$ cat config.mk
export PLATFORM = sky130hd
export DESIGN_NAME = thread_sched
export DESIGN_NICKNAME = d
export VERILOG_FILES = /design/src/rtl/thread_sched.sv
export SDC_FILE = /design/constraint.sdc
export NUM_CORES = 1
export LEC_CHECK = 0
export CAP_MARGIN = 20
export CORE_AREA = 8 8 83 85
export CTS_CLUSTER_SIZE = 40
export DETAILED_ROUTE_END_ITERATION = 7
export DIE_AREA = 0 0 91 93
export GPL_TIMING_DRIVEN = 0
export SLEW_MARGIN = 5
export SYNTH_ARGS = -nofsm -noshare
export SYNTH_HDL_FRONTEND = slang
export SYNTH_SLANG_ARGS = --single-unit
$ cat constraint.sdc
create_clock -name clk -period 2.22 [get_ports clk]
set_input_delay 0.333 -clock clk [delete_from_list [all_inputs] [get_ports clk]]
set_output_delay 0.333 -clock clk [all_outputs]
set_load 0.005 [all_outputs]
$ cat src/rtl/thread_sched.sv
// Barrel-thread scheduler: round-robin pick of the next fetching thread, per-thread run-state tracking.
// Latency: thread_id_o/thread_valid_o registered (1 cycle); state-derived outputs have no added latency.
// Backpressure: issue_en_i=0 freezes selection outputs and pointer; thread states and park counters keep running.
//
// Ports: clk/rst (async active-high); issue_en_i; thread_start_i/thread_stop_i per-thread pulses;
//        stall_req_i/stall_tid_i/stall_cycles_i park request; illegal_inst_i/illegal_tid_i halt request;
//        thread_id_o/thread_valid_o issue slot; thread_state_o (2 bits per thread); halted_o; all_idle_o.
// Optional macro THREAD_SCHED_PERF_EN adds perf_issue_o and perf_wait_o (32-bit counters per thread).
module thread_sched #(
    parameter int NTHREADS = 4,
    parameter int TID_W    = 2,
    parameter int WAIT_W   = 4
) (
    input  logic                  clk,
    input  logic                  rst,
    input  logic                  issue_en_i,
    input  logic [NTHREADS-1:0]   thread_start_i,
    input  logic [NTHREADS-1:0]   thread_stop_i,
    input  logic                  stall_req_i,
    input  logic [TID_W-1:0]      stall_tid_i,
    input  logic [WAIT_W-1:0]     stall_cycles_i,
    input  logic                  illegal_inst_i,
    input  logic [TID_W-1:0]      illegal_tid_i,
    output logic [TID_W-1:0]      thread_id_o,
    output logic                  thread_valid_o,
    output logic [2*NTHREADS-1:0] thread_state_o,
    output logic [NTHREADS-1:0]   halted_o,
    output logic                  all_idle_o
`ifdef THREAD_SCHED_PERF_EN
    ,
    output logic [32*NTHREADS-1:0] perf_issue_o,
    output logic [32*NTHREADS-1:0] perf_wait_o
`endif
);

    localparam logic [1:0] ST_IDLE = 2'b00;
    localparam logic [1:0] ST_RUN  = 2'b01;
    localparam logic [1:0] ST_WAIT = 2'b10;
    localparam logic [1:0] ST_HALT = 2'b11;

    logic [1:0]        r_state [NTHREADS];
    logic [WAIT_W-1:0] r_cnt   [NTHREADS];
    logic [TID_W-1:0]  r_tid;
    logic              r_valid;
    // r_ptr is where the next search begins (last winner + 1), so a fresh
    // start of every thread issues in order 0,1,2,...
    logic [TID_W-1:0]  r_ptr;

    logic [1:0]        w_state_nxt [NTHREADS];
    logic [WAIT_W-1:0] w_cnt_nxt   [NTHREADS];
    logic [NTHREADS-1:0] w_ill_hit;
    logic [NTHREADS-1:0] w_stall_hit;
    logic [NTHREADS-1:0] w_elig;
    logic              w_found;
    logic [TID_W-1:0]  w_winner;
    logic [TID_W-1:0]  w_ptr_nxt;

`ifdef THREAD_SCHED_PERF_EN
    logic [31:0] r_perf_issue [NTHREADS];
    logic [31:0] r_perf_wait  [NTHREADS];
`endif

    // State register
    always_ff @(posedge clk or posedge rst) begin
        if (rst) begin
            for (int i = 0; i < NTHREADS; i++) begin
                r_state[i] <= ST_IDLE;
                r_cnt[i]   <= '0;
            end
            r_tid   <= '0;
            r_valid <= 1'b0;
            r_ptr   <= '0;
        end else begin
            for (int i = 0; i < NTHREADS; i++) begin
                r_state[i] <= w_state_nxt[i];
                r_cnt[i]   <= w_cnt_nxt[i];
            end
            if (issue_en_i) begin
                if (w_found) begin
                    r_tid   <= w_winner;
                    r_valid <= 1'b1;
                    r_ptr   <= w_ptr_nxt;
                end else begin
                    r_valid <= 1'b0;
                end
            end
        end
    end

    // Next-state: per-thread transitions with priority illegal > stop > stall > start
    always_comb begin
        w_ill_hit   = '0;
        w_stall_hit = '0;
        w_elig      = '0;
        for (int i = 0; i < NTHREADS; i++) begin
            // Out-of-range tids never match any thread index.
            w_ill_hit[i]   = illegal_inst_i && (int'(illegal_tid_i) == i);
            w_stall_hit[i] = stall_req_i && (int'(stall_tid_i) == i);
            w_state_nxt[i] = r_state[i];
            w_cnt_nxt[i]   = r_cnt[i];
            if (w_ill_hit[i]) begin
                w_state_nxt[i] = ST_HALT;
                w_cnt_nxt[i]   = '0;
            end else if (thread_stop_i[i]) begin
                w_state_nxt[i] = ST_IDLE;
                w_cnt_nxt[i]   = '0;
            end else if (w_stall_hit[i] && r_state[i] == ST_RUN) begin
                w_state_nxt[i] = ST_WAIT;
                w_cnt_nxt[i]   = (stall_cycles_i == '0) ? WAIT_W'(1) : stall_cycles_i;
            end else if (thread_start_i[i] && (r_state[i] == ST_IDLE || r_state[i] == ST_HALT)) begin
                w_state_nxt[i] = ST_RUN;
            end else if (r_state[i] == ST_WAIT) begin
                w_cnt_nxt[i] = r_cnt[i] - WAIT_W'(1);
                if (r_cnt[i] <= WAIT_W'(1)) begin
                    w_state_nxt[i] = ST_RUN;
                end
            end
            w_elig[i] = (r_state[i] == ST_RUN) && !w_ill_hit[i] && !thread_stop_i[i] && !w_stall_hit[i];
        end

        // Round-robin: the first eligible thread at rotation offset k from r_ptr wins.
        w_found   = 1'b0;
        w_winner  = '0;
        w_ptr_nxt = '0;
        for (int k = 0; k < NTHREADS; k++) begin
            for (int i = 0; i < NTHREADS; i++) begin
                if (!w_found && w_elig[i] && (i == (int'(r_ptr) + k) % NTHREADS)) begin
                    w_found   = 1'b1;
                    w_winner  = TID_W'(i);
                    w_ptr_nxt = TID_W'((i + 1) % NTHREADS);
                end
            end
        end
    end

    // Outputs
    always_comb begin
        thread_id_o    = r_tid;
        thread_valid_o = r_valid;
        thread_state_o = '0;
        halted_o       = '0;
        all_idle_o     = 1'b1;
        for (int i = 0; i < NTHREADS; i++) begin
            thread_state_o[2*i +: 2] = r_state[i];
            halted_o[i] = (r_state[i] == ST_HALT);
            if (r_state[i] == ST_RUN || r_state[i] == ST_WAIT) begin
                all_idle_o = 1'b0;
            end
        end
`ifdef THREAD_SCHED_PERF_EN
        perf_issue_o = '0;
        perf_wait_o  = '0;
        for (int i = 0; i < NTHREADS; i++) begin
            perf_issue_o[32*i +: 32] = r_perf_issue[i];
            perf_wait_o[32*i +: 32]  = r_perf_wait[i];
        end
`endif
    end

`ifdef THREAD_SCHED_PERF_EN
    // Counters wrap naturally at 2^32.
    always_ff @(posedge clk or posedge rst) begin
        if (rst) begin
            for (int i = 0; i < NTHREADS; i++) begin
                r_perf_issue[i] <= '0;
                r_perf_wait[i]  <= '0;
            end
        end else begin
            for (int i = 0; i < NTHREADS; i++) begin
                if (issue_en_i && w_found && w_winner == TID_W'(i)) begin
                    r_perf_issue[i] <= r_perf_issue[i] + 32'd1;
                end
                if (r_state[i] == ST_WAIT) begin
                    r_perf_wait[i] <= r_perf_wait[i] + 32'd1;
                end
            end
        end
    end
`endif

endmodule

Word level (Yosys, flattened, before mapping). Index checks and enable logic that the tools add are counted.

Flip-flop bits (word level): 29. Bits of input ports: 21. Output and inout port bits: 16. Word-level logic and storage cells: 285.

Add/subtract/negate cells: 7. Order comparisons: 4. Equality and inequality tests: 34. Mux-type cells: 97. Bitwise operators: 3. Reduce and logical (&&, ||, !) cells: 129.

Operators with widths (number): $logic_not A32 Y1 (4); $mux W2 (53); $mux W4 (21); $logic_and A1 B1 Y1 (59); $reduce_bool A5 Y1 (8); $logic_not A1 Y1 (27); $eq A2 B2 Y1 const B (12); $mux W1 (23); $eq A3 B3 Y1 const A (6); $reduce_and A2 Y1 (9); $le A4 B1 Y1 const B (4); $ne A4 B4 Y1 const B (4); $reduce_bool A4 Y1 (4); $sub A4 B1 Y4 const B (4); $eq A2 B1 Y1 const B (6); $logic_not A2 Y1 (6); $eq A2 B3 Y1 const A (3); $logic_or A1 B1 Y1 (8); $reduce_or A2 Y1 (3); $add A2 B2 Y2 const B (2); $eq A2 B2 Y1 const A (2); $logic_not A4 Y1 (1); $and A1 B1 Y1 const A (3); $add A2 B1 Y2 const B (1); $eq A1 B2 Y1 const A (1).

Logic depth before layout (Yosys ltp).
Depth in word-level cells: 69. Depth in mapped cells: 8.

Worst setup path before layout. OpenSTA, ideal clock, no wires.

Path kind: reg2reg. From: reg r_state (netlist bit thread_state_o[5]). To: reg r_tid[0] (netlist: thread_id_o[0]). Library setup time: 120 ps. Arrival: 1721 ps. Data required time: 2100 ps. Setup slack: 379 ps. Cell stages (with the launch flop): 8. Path through: dfrtp_1 inv_1 ha_1 or2b_4 nor3_4 o41ai_2 and2_1 a31o_1.

Word-level cells in the longest chain between the ends: 60.

Ends and longest elaborated chain: from (decl) (RTL line 41) `logic [1:0] r_state [NTHREADS];`; from (signal, indexed assignment) (RTL line 75) `r_state[i] <= w_state_nxt[i];`; $eq A2 B1 Y1 * (RTL line 118) `w_elig[i] = (r_state[i] == ST_RUN) && !w_ill_hit[i] && !thread_stop_i[i] && !w_stall_hit[i];`; $logic_and A1 B1 Y1 * (3 in series) (RTL line 118); $logic_and A1 B1 Y1 (2 in series) (RTL line 127) `if (!w_found && w_elig[i] && (i == (int'(r_ptr) + k) % NTHREADS)) begin`; $mux W1 (RTL line 127); $logic_not A1 Y1 (RTL line 127); $logic_and A1 B1 Y1 (2 in series) (RTL line 127); $mux W1 (RTL line 127); $logic_not A1 Y1 (RTL line 127); [38 not listed]; $mux W1 (RTL line 127); $logic_not A1 Y1 (RTL line 127); $logic_and A1 B1 Y1 (2 in series) (RTL line 127); $mux W1 (RTL line 127); $logic_not A1 Y1 (RTL line 127); $logic_and A1 B1 Y1 (2 in series) (RTL line 127); $mux W1 (RTL line 127); $reduce_and A2 Y1 (no line); to (signal assigned) (RTL line 80) `r_tid <= w_winner;`; to (decl) (RTL line 43) `logic [TID_W-1:0] r_tid;`.

Every way passes the cells marked *; elsewhere a longest branch is shown, timed or not. A chain may end at the register's enable or synchronous reset.

Worst setup path after layout.
From: reg r_state (netlist bit thread_state_o[2]). To: out all_idle_o.

Word-level cells in the longest chain between the ends: 5.

Ends and longest elaborated chain: $eq A2 B1 Y1 or $eq A2 B2 Y1 (tied branches) (RTL line 146) `if (r_state[i] == ST_RUN || r_state[i] == ST_WAIT) begin`; $logic_or A1 B1 Y1 * (RTL line 146); $mux W1 * (3 in series) (RTL line 146); to (decl) (RTL line 28) `output logic all_idle_o`.

Marked as above.

==> results.tsv <==
stage	metric	value	unit
cts	cts_buffers	5	
floorplan	core_area	0.00568	mm²
place	place_hpwl	4200	µm
drt	drt_iter0_markers	78	
layout	fin_cells	367	
sta	setup_viol_count_final	0	
yosys	synthCells	246	
drt	dr.pass1.iters	4	
drt	wl	5520	µm
layout	utilization	48.3	%
place	dpl-instance-area	0.00263	mm²
sta	fin_crit_sh	95.5	%
global_route	grt_max_degree	21	
layout	multi_input_area	0.00131	mm²
drt	via_per_inst	5.31	
layout	mostFrequentLayoutCells	clkdlybuf4s50_1, dfrtp_1, a21oi_1	
yosys	ys_seq_elements	29	
place	placedCellCount	358	
floorplan	ios	37	
yosys	yosysSeqAreaShare	33.8	%
layout	antennaDiodeCount	0	
yosys	yosysWarnings	0	
sta	fmaxAchievable	472	MHz
pwr	p_leak	0.00119	µW
setup_path	crit_fanout	4	
cts	cts.clk_slew.worst_paths	70	ps
floorplan	die_h	93	µm
cts	clockBufferDepth	2	
yosys	avgSynthCellArea	8.72	µm²
sta	grt_setup_unrepaired	false	
sta	tightest_slew	627	ps
cts	clk_latency	280	ps
pwr	seqPwrFrac	38.4	%
setup_path	cp.arrival	1790	ps
cts	postCtsHoldBufs	0	
place	gp_congestion	0.794	
cts	cts.sinks	29	
yosys	ys_async_sr_fraction	100	%
flow_run	maxCapViolations	0	
sta	hold_viol	0	
layout	nets	332	
outcome	outcome	completed	
setup_path	max_stage_delay	500	ps
drt	vias	1950	
cts	cts_root_buf	clkbuf_8	
drt	drc	0	
global_route	antenna_found_initial	0	
drt	wl_per_cell	15.0	µm
setup_path	crit_chain	inv_1 > ha_1 > and4_1 > clkdlybuf4s50_1	
yosys	syn-num-nets	287	
pwr	pwr-share-clk	25.6	%
floorplan	dieArea	0.00846	mm²
setup_path	worstSetupPathType	reg2out	
cts	cts_htree_levels	2	
global_route	grt_pass1_wl	9270	µm
yosys	synth_top_flop_cell	dfrtp_1	
layout	seq_area	726	µm²
sta	slew_headroom	57.8	%
floorplan	start_util	37.8	%
yosys	yosys.cell_types.count	49	
setup_path	crit_slowest_cell	clkdlybuf4s50_1	
global_route	grt_usage	13.3	%
layout	drive_gt1_share	8.90	%
pwr	power_density	713	mW/mm²
pwr	combPwrFrac	36.1	%
pwr	switchingPower	671	µW
setup_path	startpoint_type	flip-flop	
floorplan	rows	28	
pwr	switching_share	34.3	%
sta	period_minus_slack	2120	ps
sta	skew	4.67	ps
cts	cts_tree	built	
yosys	synth-edff-count	0	
layout	nFillCells	547	
pwr	ir_drop	0.259	mV
place	pre_cts_ws	-102	ps
setup_path	cp-end-kind	primary output	
sta	setup_ws	100	ps
layout	final_common_cell	clkdlybuf4s50_1	
global_route	grt_pass1_vias	1866	
place	io_buffers	36	
pwr	internal_power	1280	µW
floorplan	dieWidth	91	µm
yosys	netlist_area	0.00214	mm²
layout	syn2layout_area_growth	27.8	%
global_route	overflow	0	
layout	fin_area	0.00274	mm²
sta	maxSlewViolCount	0	
drt	antenna_left	0	
setup_path	required	1890	ps
hold_path	hp-class	in2async	
[path summary, 6_finish.rpt]
kind / slack (ps) / endpoint / cells past startpoint / startpoint
min in group clk: 490 / thread_id_o[1] / 2 / thread_id_o[1]
max in group asynchronous: 1380 / r_cnt[2] / 3 / rst
worst max register to register: 210 / thread_id_o[0] / 7 / thread_state_o[7]
worst min register to register: 490 / thread_id_o[1] / 2 / thread_id_o[1]
worst min-delay path: 370 / r_cnt[13] / 2 / rst
worst max-delay path: 100 / all_idle_o / 4 / thread_state_o[2]
[per-layer routing]
metal / up-vias / routed length [µm] / track usage (%)
li1: 983 / - / -
met5: - / 0 / 0
met2: 41 / 2690 / 22.6
met4: 0 / 78 / 4.91
met3: 4 / 184 / 2.72
met1: 922 / 2570 / 16.3
[stage by stage]
step / TNS, ps / power [µW] / hold WS, ps
floorplan: 0 / 1190 / 411
global placement: -517 / 1440 / 472
detailed placement: -537 / 1460 / 476
CTS: 0 / 1970 / 384
global route: 0 / 2100 / 429
finish: 0 / 1950 / 368
[power groups by stage]
| stage | clock network, µW | registers (µW) | logic [µW] |
|---|---|---|---|
| final | 500 | 749 | 705 |
| after global routing | 536 | 767 | 802 |
| after CTS | 514 | 749 | 705 |
| after detailed placement | 0 | 757 | 702 |
| after global placement | 0 | 757 | 683 |
| after floorplan | 0 | 735 | 452 |
[area by class of cell]
type	count	area share [%]
Buffer	4	1.10
Clock buffer	7	3.52
Clock inverter	1	0.183
Inverter	22	3.01
Multi-Input combinational cell	191	47.9
Sequential cell	29	26.5
Tap cell	75	3.42
Timing Repair Buffer	38	14.4
[flip-flops by register name (all words and copies together), names as in the netlist]
signal	count
thread_id_o	2
r_cnt	16
r_ptr	2
thread_state_o	8
thread_valid_o	1
[worst max-delay path, delay by kind of cell (launching register included)]
family / cells / cell delay (ps)
buffers and inverters: 2 / 580
flip-flops: 1 / 430
adder cells (fa/ha/maj): 1 / 300
AND/OR/NAND/NOR: 1 / 200
[cells by family (layout without fill, tap and decap cells)]
logic type,Yosys count,count (layout),synth area share [%]
AO/OA/AOI/OAI,81,81,24.4
XOR/XNOR,1,1,0.408
adder cells (fa/ha/maj),20,20,11.7
buffers and inverters,26,72,5.25
flip-flops,29,29,33.8
AND/OR/NAND/NOR,89,89,24.4
[synth_stat cells (2+ instances only)]
master / n / area (µm²)
ha_1: 20 / 250
nand3b_1: 2 / 15.0
nand2b_1: 5 / 31.3
buf_6: 2 / 22.5
clkbuf_1: 2 / 7.51
and3b_1: 2 / 17.5
o21bai_1: 3 / 22.5
a21o_1: 5 / 37.5
a31oi_1: 5 / 31.3
nor4_1: 2 / 12.5
o211ai_1: 3 / 22.5
a21boi_0: 2 / 15.0
dfrtp_1: 29 / 726
or2_2: 4 / 25.0
o21ai_0: 18 / 90.1
nand3_1: 2 / 10.0
nor3b_2: 2 / 25.0
and2_1: 4 / 25.0
and3_1: 2 / 12.5
nor2_1: 17 / 63.8
a21oi_1: 25 / 125
nor3b_1: 4 / 30.0
nor3_1: 16 / 80.1
nand2_1: 12 / 45.0
nor2b_1: 2 / 12.5
inv_1: 22 / 82.6
a22o_1: 2 / 17.5
a211oi_1: 3 / 22.5
or3_1: 3 / 18.8
o31ai_1: 7 / 52.6
[repair_timing]
action | in CTS | in global routing
resized for setup | 0 | 1
setup endpoints to repair | 0 | 2
setup buffers | 0 | 1
Note: power is estimated with default switching activity, not from simulation.
